## src/rtl/digit_capture.sv

```systemverilog
// rtl/digit_capture.sv - captures a multiplexed 4-digit segment bus into a registered frame
//
// Ports:
//   clk_100Hz  in   sample clock, all state updates on its rising edge
//   rst        in   asynchronous active-high reset
//   seg_in     in   [7:0] segment bus, active-low, sampled on a valid strobe
//   anodes_in  in   [3:0] digit strobes, active-low, one low bit = digit index
//   digit0..3  out  [7:0] last complete committed frame
//   frame_valid out locked and at least one frame committed
//   frame_done out  one-cycle pulse on each frame commit
//   seq_err    out  one-cycle pulse on a strobe sequence violation
//   err_count  out  [7:0] saturating count of seq_err pulses

module digit_capture #(
    parameter int unsigned TIMEOUT = 8
) (
    input  logic       clk_100Hz,
    input  logic       rst,
    input  logic [7:0] seg_in,
    input  logic [3:0] anodes_in,
    output logic [7:0] digit0,
    output logic [7:0] digit1,
    output logic [7:0] digit2,
    output logic [7:0] digit3,
    output logic       frame_valid,
    output logic       frame_done,
    output logic       seq_err,
    output logic [7:0] err_count
);

    localparam logic [7:0] TIMEOUT_C = 8'(TIMEOUT);

    typedef enum logic {
        HUNT,
        CAPTURE
    } state_t;

    state_t     state_q, state_d;
    logic [1:0] expect_q, expect_d;
    logic [7:0] idle_q, idle_d;
    logic [7:0] shadow_q [4];
    logic [7:0] shadow_d [4];
    logic [7:0] digit_q [4];
    logic [7:0] digit_d [4];
    logic       fv_q, fv_d;
    logic       fd_q, fd_d;
    logic       se_q, se_d;
    logic [7:0] ec_q, ec_d;

    // Strobe classification: active-high view of the anodes.
    logic [3:0] strobe;
    logic       is_idle;
    logic       is_valid;
    logic       is_multi;
    logic [1:0] idx;

    assign strobe = ~anodes_in;

    always_comb begin
        is_idle  = (strobe == 4'd0);
        // Power-of-two test: exactly one bit set.
        is_valid = !is_idle && ((strobe & (strobe - 4'd1)) == 4'd0);
        is_multi = !is_idle && !is_valid;
        case (strobe)
            4'b0010: idx = 2'd1;
            4'b0100: idx = 2'd2;
            4'b1000: idx = 2'd3;
            default: idx = 2'd0;
        endcase
    end

    always_comb begin
        state_d  = state_q;
        expect_d = expect_q;
        idle_d   = idle_q;
        shadow_d = shadow_q;
        digit_d  = digit_q;
        fv_d     = fv_q;
        fd_d     = 1'b0;
        se_d     = 1'b0;

        case (state_q)
            HUNT: begin
                idle_d = 8'd0;
                if (is_valid && idx == 2'd0) begin
                    shadow_d[0] = seg_in;
                    expect_d    = 2'd1;
                    state_d     = CAPTURE;
                end else if (is_multi) begin
                    se_d = 1'b1;
                end
            end
            CAPTURE: begin
                if (is_valid && idx == expect_q) begin
                    idle_d        = 8'd0;
                    shadow_d[idx] = seg_in;
                    expect_d      = expect_q + 2'd1;
                    if (idx == 2'd3) begin
                        // Commit uses the incoming byte directly so all four
                        // digits update on the edge that samples digit 3.
                        digit_d[0] = shadow_q[0];
                        digit_d[1] = shadow_q[1];
                        digit_d[2] = shadow_q[2];
                        digit_d[3] = seg_in;
                        fd_d       = 1'b1;
                        fv_d       = 1'b1;
                    end
                end else if (is_valid || is_multi) begin
                    se_d     = 1'b1;
                    fv_d     = 1'b0;
                    idle_d   = 8'd0;
                    shadow_d = '{default: 8'hFF};
                    expect_d = 2'd0;
                    state_d  = HUNT;
                    // An out-of-order index 0 is also a valid frame start.
                    if (is_valid && idx == 2'd0) begin
                        shadow_d[0] = seg_in;
                        expect_d    = 2'd1;
                        state_d     = CAPTURE;
                    end
                end else begin
                    if (idle_q == TIMEOUT_C - 8'd1) begin
                        idle_d   = 8'd0;
                        fv_d     = 1'b0;
                        shadow_d = '{default: 8'hFF};
                        expect_d = 2'd0;
                        state_d  = HUNT;
                    end else begin
                        idle_d = idle_q + 8'd1;
                    end
                end
            end
            default: state_d = HUNT;
        endcase

        ec_d = ec_q;
        if (se_d && ec_q != 8'hFF) begin
            ec_d = ec_q + 8'd1;
        end
    end

    always_ff @(posedge clk_100Hz or posedge rst) begin
        if (rst) begin
            state_q  <= HUNT;
            expect_q <= 2'd0;
            idle_q   <= 8'd0;
            shadow_q <= '{default: 8'hFF};
            digit_q  <= '{default: 8'hFF};
            fv_q     <= 1'b0;
            fd_q     <= 1'b0;
            se_q     <= 1'b0;
            ec_q     <= 8'd0;
        end else begin
            state_q  <= state_d;
            expect_q <= expect_d;
            idle_q   <= idle_d;
            shadow_q <= shadow_d;
            digit_q  <= digit_d;
            fv_q     <= fv_d;
            fd_q     <= fd_d;
            se_q     <= se_d;
            ec_q     <= ec_d;
        end
    end

    assign digit0      = digit_q[0];
    assign digit1      = digit_q[1];
    assign digit2      = digit_q[2];
    assign digit3      = digit_q[3];
    assign frame_valid = fv_q;
    assign frame_done  = fd_q;
    assign seq_err     = se_q;
    assign err_count   = ec_q;

endmodule

```

## config.mk

```make
export PLATFORM = sky130hd
export DESIGN_NAME = digit_capture
export DESIGN_NICKNAME = d
export VERILOG_FILES = /design/src/rtl/digit_capture.sv
export SDC_FILE = /design/constraint.sdc
export NUM_CORES = 1
export LEC_CHECK = 0
export ABC_AREA = 1
export CAP_MARGIN = 20
export CELL_PAD_IN_SITES_DETAIL_PLACEMENT = 1
export CELL_PAD_IN_SITES_GLOBAL_PLACEMENT = 2
export CORE_MARGIN = 4
export CORE_UTILIZATION = 32
export CTS_CLUSTER_DIAMETER = 80
export DETAILED_ROUTE_END_ITERATION = 10
export PLACE_DENSITY = 0.83
export SKIP_LAST_GASP = 1
export SLEW_MARGIN = 20
export SYNTH_ARGS = -nofsm -noshare
export SYNTH_HDL_FRONTEND = slang
export SYNTH_SLANG_ARGS = --single-unit
```

## constraint.sdc

```tcl
create_clock -name clk_100Hz -period 3.1 [get_ports clk_100Hz]
set_clock_uncertainty 0.15 [all_clocks]
set_input_delay 0.62 -clock clk_100Hz [delete_from_list [all_inputs] [get_ports clk_100Hz]]
set_output_delay 0.62 -clock clk_100Hz [all_outputs]
set_load 0.02 [all_outputs]
```

# Word level (Yosys, flattened, before mapping)

Index checks and enable logic that the tools add are counted.

Flip-flop bits (word level): 86
Input port bits: 14
Output and inout port bits: 43
Word-level logic and storage cells: 89

Add/subtract/negate cells: 4
Order comparisons: 2
Eq/ne operators: 10
Mux-type cells: 37
Bitwise operators: 4
Reductions and logical operators: 17

Operator list:

| operator                                               | count |
|---|---|
| two-way mux 32 bit                                     | 3 |
| two-way mux 8 bit                                      | 6 |
| bitwise mux 32 bit                                     | 1 |
| case mux 8 bit (2 select lines)                        | 2 |
| adder 8 x 1 -> 8 bit (second input constant)           | 2 |
| demux 8 bit (select 2 bit)                             | 1 |
| two-way mux 1 bit                                      | 16 |
| equality test 8 x 3 -> 1 bit (second input constant)   | 1 |
| zero test 4 bit                                        | 2 |
| two-way mux 2 bit                                      | 4 |
| inequality test 8 bit (second input constant)          | 1 |
| logical AND 1 bit                                      | 6 |
| case mux 2 bit (3 select lines)                        | 1 |
| AND reduction 3 bit                                    | 2 |
| AND 4 bit                                              | 1 |
| equality test 4 x 2 -> 1 bit (second input constant)   | 1 |
| equality test 4 x 3 -> 1 bit (second input constant)   | 1 |
| equality test 4 bit (second input constant)            | 1 |
| inequality test 4 x 1 -> 1 bit (second input constant) | 1 |
| inverter 4 bit                                         | 1 |
| case mux 1 bit (2 select lines)                        | 2 |
| case mux 2 bit (2 select lines)                        | 1 |
| AND reduction 2 bit                                    | 2 |
| subtractor 4 x 1 -> 4 bit (second input constant)      | 1 |
| 13 further kinds                                       | 14 |

# Depth between registers and ports, before layout

Gate-level depths: netlist of the first run.

Depth after elaboration: 12
Gate-level depth with buffers: 13

# Worst setup path after synthesis of the first run

Ideal clock, no wire load.

Path type: in2reg
Start point: input anodes_in[3]
End point: register ec_q[0], in the netlist err_count[0]
Data arrival time: 1.703 ns
Required time: 2.832 ns
Path slack: 1.129 ns
Stages: 12
Cell sequence: nand2_2 > inv_2 > nand2_1 > nand2_1 > nand2_1 > nand2_1 > nand2_1 > nand2_1 > nand2_2 > nand3_1 > nand2_1 > nand2_1

Word-level cells in the longest chain between the ends: 12
Elaborated cells on any way between the ends: 24
Those cells by class: add/sub: 1; eq/ne: 4; mux: 6; bitwise: 2; reduce/logical: 11

Ends and longest elaborated chain:

| element                           | line | text |
|---|---|---|
| from (decl)                       | 20   | `input logic [3:0] anodes_in,` |
| inverter 4 bit *                  | 57   | `assign strobe = ~anodes_in;` |
| subtractor 4 x 1 -> 4 bit         | 62   | `is_valid = !is_idle && ((strobe & (strobe - 4'd1)) == 4'd0);` |
| AND 4 bit                         | 62   |  |
| zero test 4 bit                   | 62   |  |
| logical AND 1 bit                 | 62   |  |
| zero test 1 bit                   | 63   | `is_multi = !is_idle && !is_valid;` |
| logical AND 1 bit                 | 63   |  |
| logical OR 1 bit                  | 108  | `end else if (is_valid \|\| is_multi) begin` |
| two-way mux 1 bit                 | 108  |  |
| two-way mux 1 bit                 | 94   | `if (is_valid && idx == expect_q) begin` |
| case mux 1 bit (2 select lines) * | 82   | `case (state_q)` |
| logical AND 1 bit *               | 137  | `if (se_d && ec_q != 8'hFF) begin` |
| to (signal assigned)              | 152  | `ec_q <= 8'd0;` |
| to (signal assigned)              | 162  | `ec_q <= ec_d;` |
| to (decl)                         | 48   | `logic [7:0] ec_q, ec_d;` |

Every way passes the cells marked *; elsewhere a longest branch is shown, timed or not.
A chain may end at the register's enable or synchronous reset.

# Worst setup path in the final report of the first run

Start point: input anodes_in[1]
End point: register ec_q[7], in the netlist err_count[7]

The elaborated chain is that of the path after synthesis.

==> results of run 1 <==
[state kept, by name (all words and copies together) (netlist names)]
| signal | cells |
|---|---|
| digit0 | 8 |
| digit1 | 8 |
| digit2 | 8 |
| digit3 | 8 |
| err_count | 8 |
| expect_q | 2 |
| frame_done | 1 |
| frame_valid | 1 |
| idle_q | 8 |
| seq_err | 1 |
| shadow_q | 24 |
| state_q | 1 |
[placed cells by master (no fill, tap or decap), types with 4 or more instances in the layout]
master	n
xor2_1	5
o21ai_2	6
nor3_1	5
inv_1	40
nor2_1	25
o21ai_1	5
dfstp_2	56
nand4_1	13
dfrtp_1	22
a21oi_1	13
o21ai_0	14
inv_2	4
clkbuf_8	9
clkdlybuf4s50_1	56
nand3_1	21
nand2_1	142
[metrics by stage]
| stage | cells | area (sq um) | utilization, % |
|---|---|---|---|
| 2_1_floorplan | 397 | 3500 | - |
| 3_5_place_dp | 584 | 4210 | 40.3 |
| 4_1_cts | 600 | 4420 | 42.3 |
| 3_3_place_gp | 584 | 4210 | 40.3 |
| 6_report | 600 | 4420 | 42.3 |
| 5_1_grt | 600 | 4420 | 42.3 |
[worst max-delay path, cell delays in order]
cell	delay [ps]
clkdlybuf4s50_1	550
nand2_1	120
nor2_1	160
nand3_1	100
nand2_1	80
inv_1	50
nand2_1	150
nand2_1	110
nand2_2	170
nand3_1	300
nand2_1	160
nand2_1	60
[how the worst max path moves through the flow]
stage                                     to  depth (start not counted)
floorplan           err_count[0]$_DFFE_PP0P_                          1
global placement    err_count[3]$_DFFE_PP0P_                         12
detailed placement  err_count[7]$_DFFE_PP0P_                         12
CTS                 err_count[7]$_DFFE_PP0P_                         12
global route        err_count[7]$_DFFE_PP0P_                         12
finish              err_count[7]$_DFFE_PP0P_                         12
[final cells by class]
type                    count  area share (%)
multi-input cells         265            27.8
flip-flops and latches     78            45.7
clock inverters             7            1.95
repair buffers             61            14.1
clock buffers               9            2.80
inverters                  44            3.74
well taps                 136            3.85
[logic make-up (layout without fill, tap and decap cells)]
group,Yosys count,in the layout,share of synthesized area (%)
compound gates,42,42,6.98
xor+xnor,7,7,1.75
fa+ha+maj,2,2,0.716
buf+inv,54,121,6.94
flops,78,78,57.8
simple gates,214,214,25.8
[routing by layer]
layer | up-vias | global-route usage, % | wire, microns
met4 | 0 | 4.09 | 92
met2 | 53 | 23.7 | 4060
met1 | 1367 | 20.2 | 4240
li1 | 1373 | - | -
met5 | - | 0 | 0
met3 | 9 | 2.48 | 326
[power by group]
group          internal, uW  switching [uW]  total, uW
combinational           190             242        432
clock                   391             421        811
sequential             1140            74.2       1220
==> impl_metrics.json, run 1 <==
{
  "status": "finished, final reports clean",
  "register_area_sq_mm": 0.00202,
  "final.setup.worst_slack_ps": 551,
  "synth_cell_types": 29,
  "die_y_microns": 113,
  "clk_path_buf_depth": 2,
  "antenna_found_initial": 0,
  "hpwlAfterDp_microns": 6130,
  "fin_nets": 475,
  "p_leak_uw": 0.00208,
  "netlist.area_leader.share_pct": 42.1,
  "synth_fp_nets": 413,
  "grt_pass1_vias": 2975,
  "vias": 2802,
  "synthCells": 397,
  "overflow": 0,
  "synthArstFlopShare_pct": 100,
  "regToRegSetupSlack_ps": 870,
  "setup_tns_ps": 0,
  "num_io_pins": 57,
  "gp_routability_congestion": 0.826,
  "synth-edff-count": 0,
  "syn_area_sq_mm": 0.00350,
  "power_uw": 2460,
  "cp-startpoint": "anodes_in[1]",
  "crit_path_end_kind": "flip-flop",
  "ctsHtreeMaxLevel": 3,
  "die_area_sq_mm": 0.0127,
  "slew-limit-headroom_pct": 70.3,
  "period_minus_slack_ps": 2550,
  "fill_cells": 1252,
  "synth-seq-cells": 78,
  "num_rows": 37,
  "synth.area.top_cells": "dfstp_2 42%, dfrtp_1 16%, nand2_1 15%",
  "r2r_cells": 8,
  "crit_type": "in2reg",
  "grtUsageTotal_pct": 14.6,
  "hold_slack_ps": 320,
  "syn2layout_area_growth_pct": 26.5,
  "clock_latency_ps": 350,
  "tightest_slew_ps": 444,
  "io_buffers": 56,
  "cts_tree": "built",
  "grt_max_degree": 79,
  "critPathMaxFanout": 9,
  "cts_hold_buffers": 0,
  "hp-class": "reg2reg",
  "vias_per_cell": 4.67,
  "maxCapViolations": 0,
  "detail-route-antenna-nets": 0,
  "yosys_warnings": 0,
  "post_cts_resized": 0,
  "grt_pass1_wl_microns": 15000,
  "fin_crit_sh_pct": 82.2,
  "initial_core_util_pct": 33.4,
  "r2r-start": "idle_q[0]$_DFF_PP0_",
  "clkSinkCount": 78,
  "finalSetupViolations": 0,
  "slew_viol_final": 0,
  "wl_microns": 8710,
  "start_kind": "primary input",
  "multi_input_area_sq_mm": 0.00123,
  "p_per_area_mw_per_mm2": 556,
  "path_clk_slew_ps": 100,
  "ir_drop_mv": 0.331,
  "firstDrtPassIters": 4,
  "yosysTopAreaCell": "dfstp_2",
  "finalHoldViolations": 0,
  "synth.most_common_cell": "nand2_1",
  "final_layout_size_suffix_gt1_share_pct": 20.3,
  "rsz0062_at_grt": "no",
  "drc": 0,
  "dieWidth_microns": 113,
  "place_ws_ps": 183,
  "diodes": 0,
  "cp.required_ps": 3190,
  "crit_arrival_ps": 2640,
  "wl_per_cell_microns": 14.5,
  "drtIter0Drc": 137,
  "r2r_end": "shadow_q[22]$_DFFE_PP1P_",
  "synth.avg_cell_area_sq_um": 8.81,
  "ys_seq_area_share_pct": 57.8,
  "synthTopCellsByCount": "142 x nand2_1, 56 x dfstp_2, 41 x inv_1",
  "core_sq_mm": 0.0105,
  "synth_ff_type": "dfstp_2",
  "min_to": "digit3[5]$_DFFE_PP1P_",
  "min-delay-start": "digit3[5]$_DFFE_PP1P_",
  "cts_inserted_buffers": 9,
  "post-cts-setup-buffers": 0,
  "max_freq_mhz": 392,
  "hold_path_depth": 2,
  "cts-root-buf": "clkbuf_8"
}
(Power assumes the default switching activity.)
==> run 2: changes to the inputs <==
- CORE_UTILIZATION: 32 -> 29
- PLACE_DENSITY: 0.83 -> 0.8
- clock period: 3.1 -> 2.1 ns (I/O delays scaled with it)
==> run 2 against run 1 <==
Global-route usage fell by 0.65 points. Critical path depth fell by 11. Count of clock-buffer cells in the layout rose by 2. First-iteration DRC count fell by 43%. Setup slack got worse by 500 ps. Clock power rose by 82%. Non-clock buffer count rose by 25. Hold slack got worse by 4.1 ps. Register-to-register slack got worse by 700 ps.
==> impl_metrics.json, run 2 (synthesis results as in run 1) <==
{
  "grt_pass1_wl_microns": 15700,
  "dieWidth_microns": 118,
  "slew-limit-headroom_pct": 71.6,
  "r2r_cells": 9,
  "drc": 0,
  "largest_reg_flops": 24,
  "path_clk_slew_ps": 60,
  "finalHoldViolations": 0,
  "crit_path_end_kind": "output pin",
  "p_leak_uw": 0.00232,
  "placed_area_sq_mm": 0.00443,
  "initial_core_util_pct": 30.1,
  "finalSetupViolations": 0,
  "firstDrtPassIters": 4,
  "cts_inserted_buffers": 9,
  "cp_top_family": "buffers and inverters",
  "hold_slack_ps": 315,
  "num_io_pins": 57,
  "crit_arrival_ps": 1480,
  "fin_nets": 500,
  "r2r_end": "shadow_q[20]$_DFFE_PP1P_",
  "hp-class": "reg2reg",
  "vias_per_cell": 4.59,
  "period_minus_slack_ps": 2050,
  "syn2layout_area_growth_pct": 37.8,
  "ctsHtreeMaxLevel": 3,
  "wl_microns": 9480,
  "clock_latency_ps": 330,
  "regMostFlops": "shadow_q",
  "critPathMaxFanout": 2,
  "start_kind": "flip-flop",
  "grt_max_degree": 79,
  "hpwlAfterDp_microns": 6430,
  "num_rows": 39,
  "die_y_microns": 118,
  "maxCapViolations": 0,
  "crit_type": "reg2out",
  "overflow": 0,
  "clkSinkCount": 78,
  "ir_drop_mv": 0.482,
  "clk_path_buf_depth": 2,
  "final_layout_size_suffix_gt1_share_pct": 26.0,
  "crit_chain": "clkdlybuf4s50_1",
  "r2r-start": "idle_q[0]$_DFF_PP0_",
  "antenna_found_initial": 0,
  "fill_cells": 1394,
  "gp_routability_congestion": 0.813,
  "wl_per_cell_microns": 15.0,
  "critical_path_buf_inv_count": 1,
  "cp.required_ps": 1530,
  "max_freq_mhz": 487,
  "slew_viol_final": 0,
  "diodes": 0,
  "die_area_sq_mm": 0.0139,
  "power_uw": 3960,
  "critPathMaxStageDelay_ps": 620,
  "io_buffers": 56,
  "final_common_cell": "nand2_1",
  "p_per_area_mw_per_mm2": 822,
  "fin_crit_sh_pct": 97.8,
  "min_to": "digit1[7]$_DFFE_PP1P_",
  "final_area_sq_mm": 0.00482,
  "regToRegSetupSlack_ps": 170,
  "slowest_stage": "clkdlybuf4s50_1",
  "detail-route-antenna-nets": 0,
  "core_sq_mm": 0.0116,
  "grtUsageTotal_pct": 14.0,
  "cts_tree": "built",
  "cts_hold_buffers": 0,
  "tightest_slew_ps": 425,
  "status": "finished, final reports clean",
  "cts-root-buf": "clkbuf_16",
  "utilization_pct": 41.5,
  "final.setup.worst_slack_ps": 46.0,
  "place_ws_ps": -416,
  "drtIter0Drc": 78,
  "min-delay-start": "shadow_q[23]$_DFFE_PP1P_",
  "vias": 2900,
  "layout_common_cells": "140 x nand2_1, 56 x dfstp_2, 51 x clkdlybuf4s50_1, 38 x inv_1, 24 x nor2_1",
  "grt_pass1_vias": 3093,
  "hold_path_depth": 2
}
==> run 2: changes by cell type in the layout (fill, tap and decap cells not counted), sizes merged, moves of 2 or more <==
| cell | previous run | this run |
|---|---|---|
| clkdlybuf4s50 | 56 | 51 |
| buf | 5 | 28 |
| clkinv | 1 | 3 |
| clkbuf | 9 | 13 |
| dlymetal6s2s | 0 | 4 |
| inv | 48 | 45 |
==> run 2: how the worst max path moves through the flow <==
stage | slack [ps] | cells after the start | from | end
2_1_floorplan | 290 | 9 | idle_q[0]$_DFF_PP0_ | shadow_q[16]$_DFFE_PP1P_
3_3_place_gp | -350 | 12 | anodes_in[1] | err_count[0]$_DFFE_PP0P_
6_report | 50 | 1 | digit2[7]$_DFFE_PP1P_ | digit2[7]
3_5_place_dp | -420 | 12 | anodes_in[1] | err_count[4]$_DFFE_PP0P_
5_1_grt | -5 | 8 | idle_q[0]$_DFF_PP0_ | shadow_q[27]$_DFFE_PP1P_
4_1_cts | -2 | 12 | anodes_in[1] | digit0[2]$_DFFE_PP1P_
==> run 2: layer usage <==
metal | vias up | share of wire [%] | track usage [%]
met5 | - | 0 | 0
met4 | 0 | 2.1 | 5.57
met3 | 16 | 3.8 | 4.04
met2 | 57 | 48 | 22.7
met1 | 1403 | 47 | 17.5
li1 | 1424 | - | -
==> run 2: cell type report <==
cell class | count | area (sq um) | share of cell area, %
tap | 143 | 179 | 3.72
inverter | 44 | 171 | 3.56
sequential | 78 | 2020 | 42.0
clock buffer | 11 | 253 | 5.25
multi-input combinational | 265 | 1260 | 26.3
clock inverter | 5 | 30.0 | 0.624
timing repair buffer | 86 | 896 | 18.6
==> run 2: repair_timing <==
item / in CTS / in global routing
gates resized for setup: 3 / 22
endpoints found under the setup margin: 11 / 76
pin swaps: 0 / 2
buffers inserted: 0 / 1
cloned: 0 / 2
==> run 2: power breakdown <==
group	total, uW	internal (uW)	leakage, uW	switching, uW
clock	1480	864	0.000146	618
sequential	1790	1690	0.000877	107
combinational	683	313	0.00129	370
==> run 2: through the flow <==
step                TNS (ps)  cells
global placement      -18090    613
finish                     0    632
detailed placement    -23760    613
CTS                    -1.55    629
floorplan                  0    397
global route           -4.71    632
==> run 3: changes to the inputs <==
- ABC_CLOCK_PERIOD_IN_PS: default -> 2100
==> results of run 3 <==
No change in the layout: final DEF, timing and power equal those of run 2.
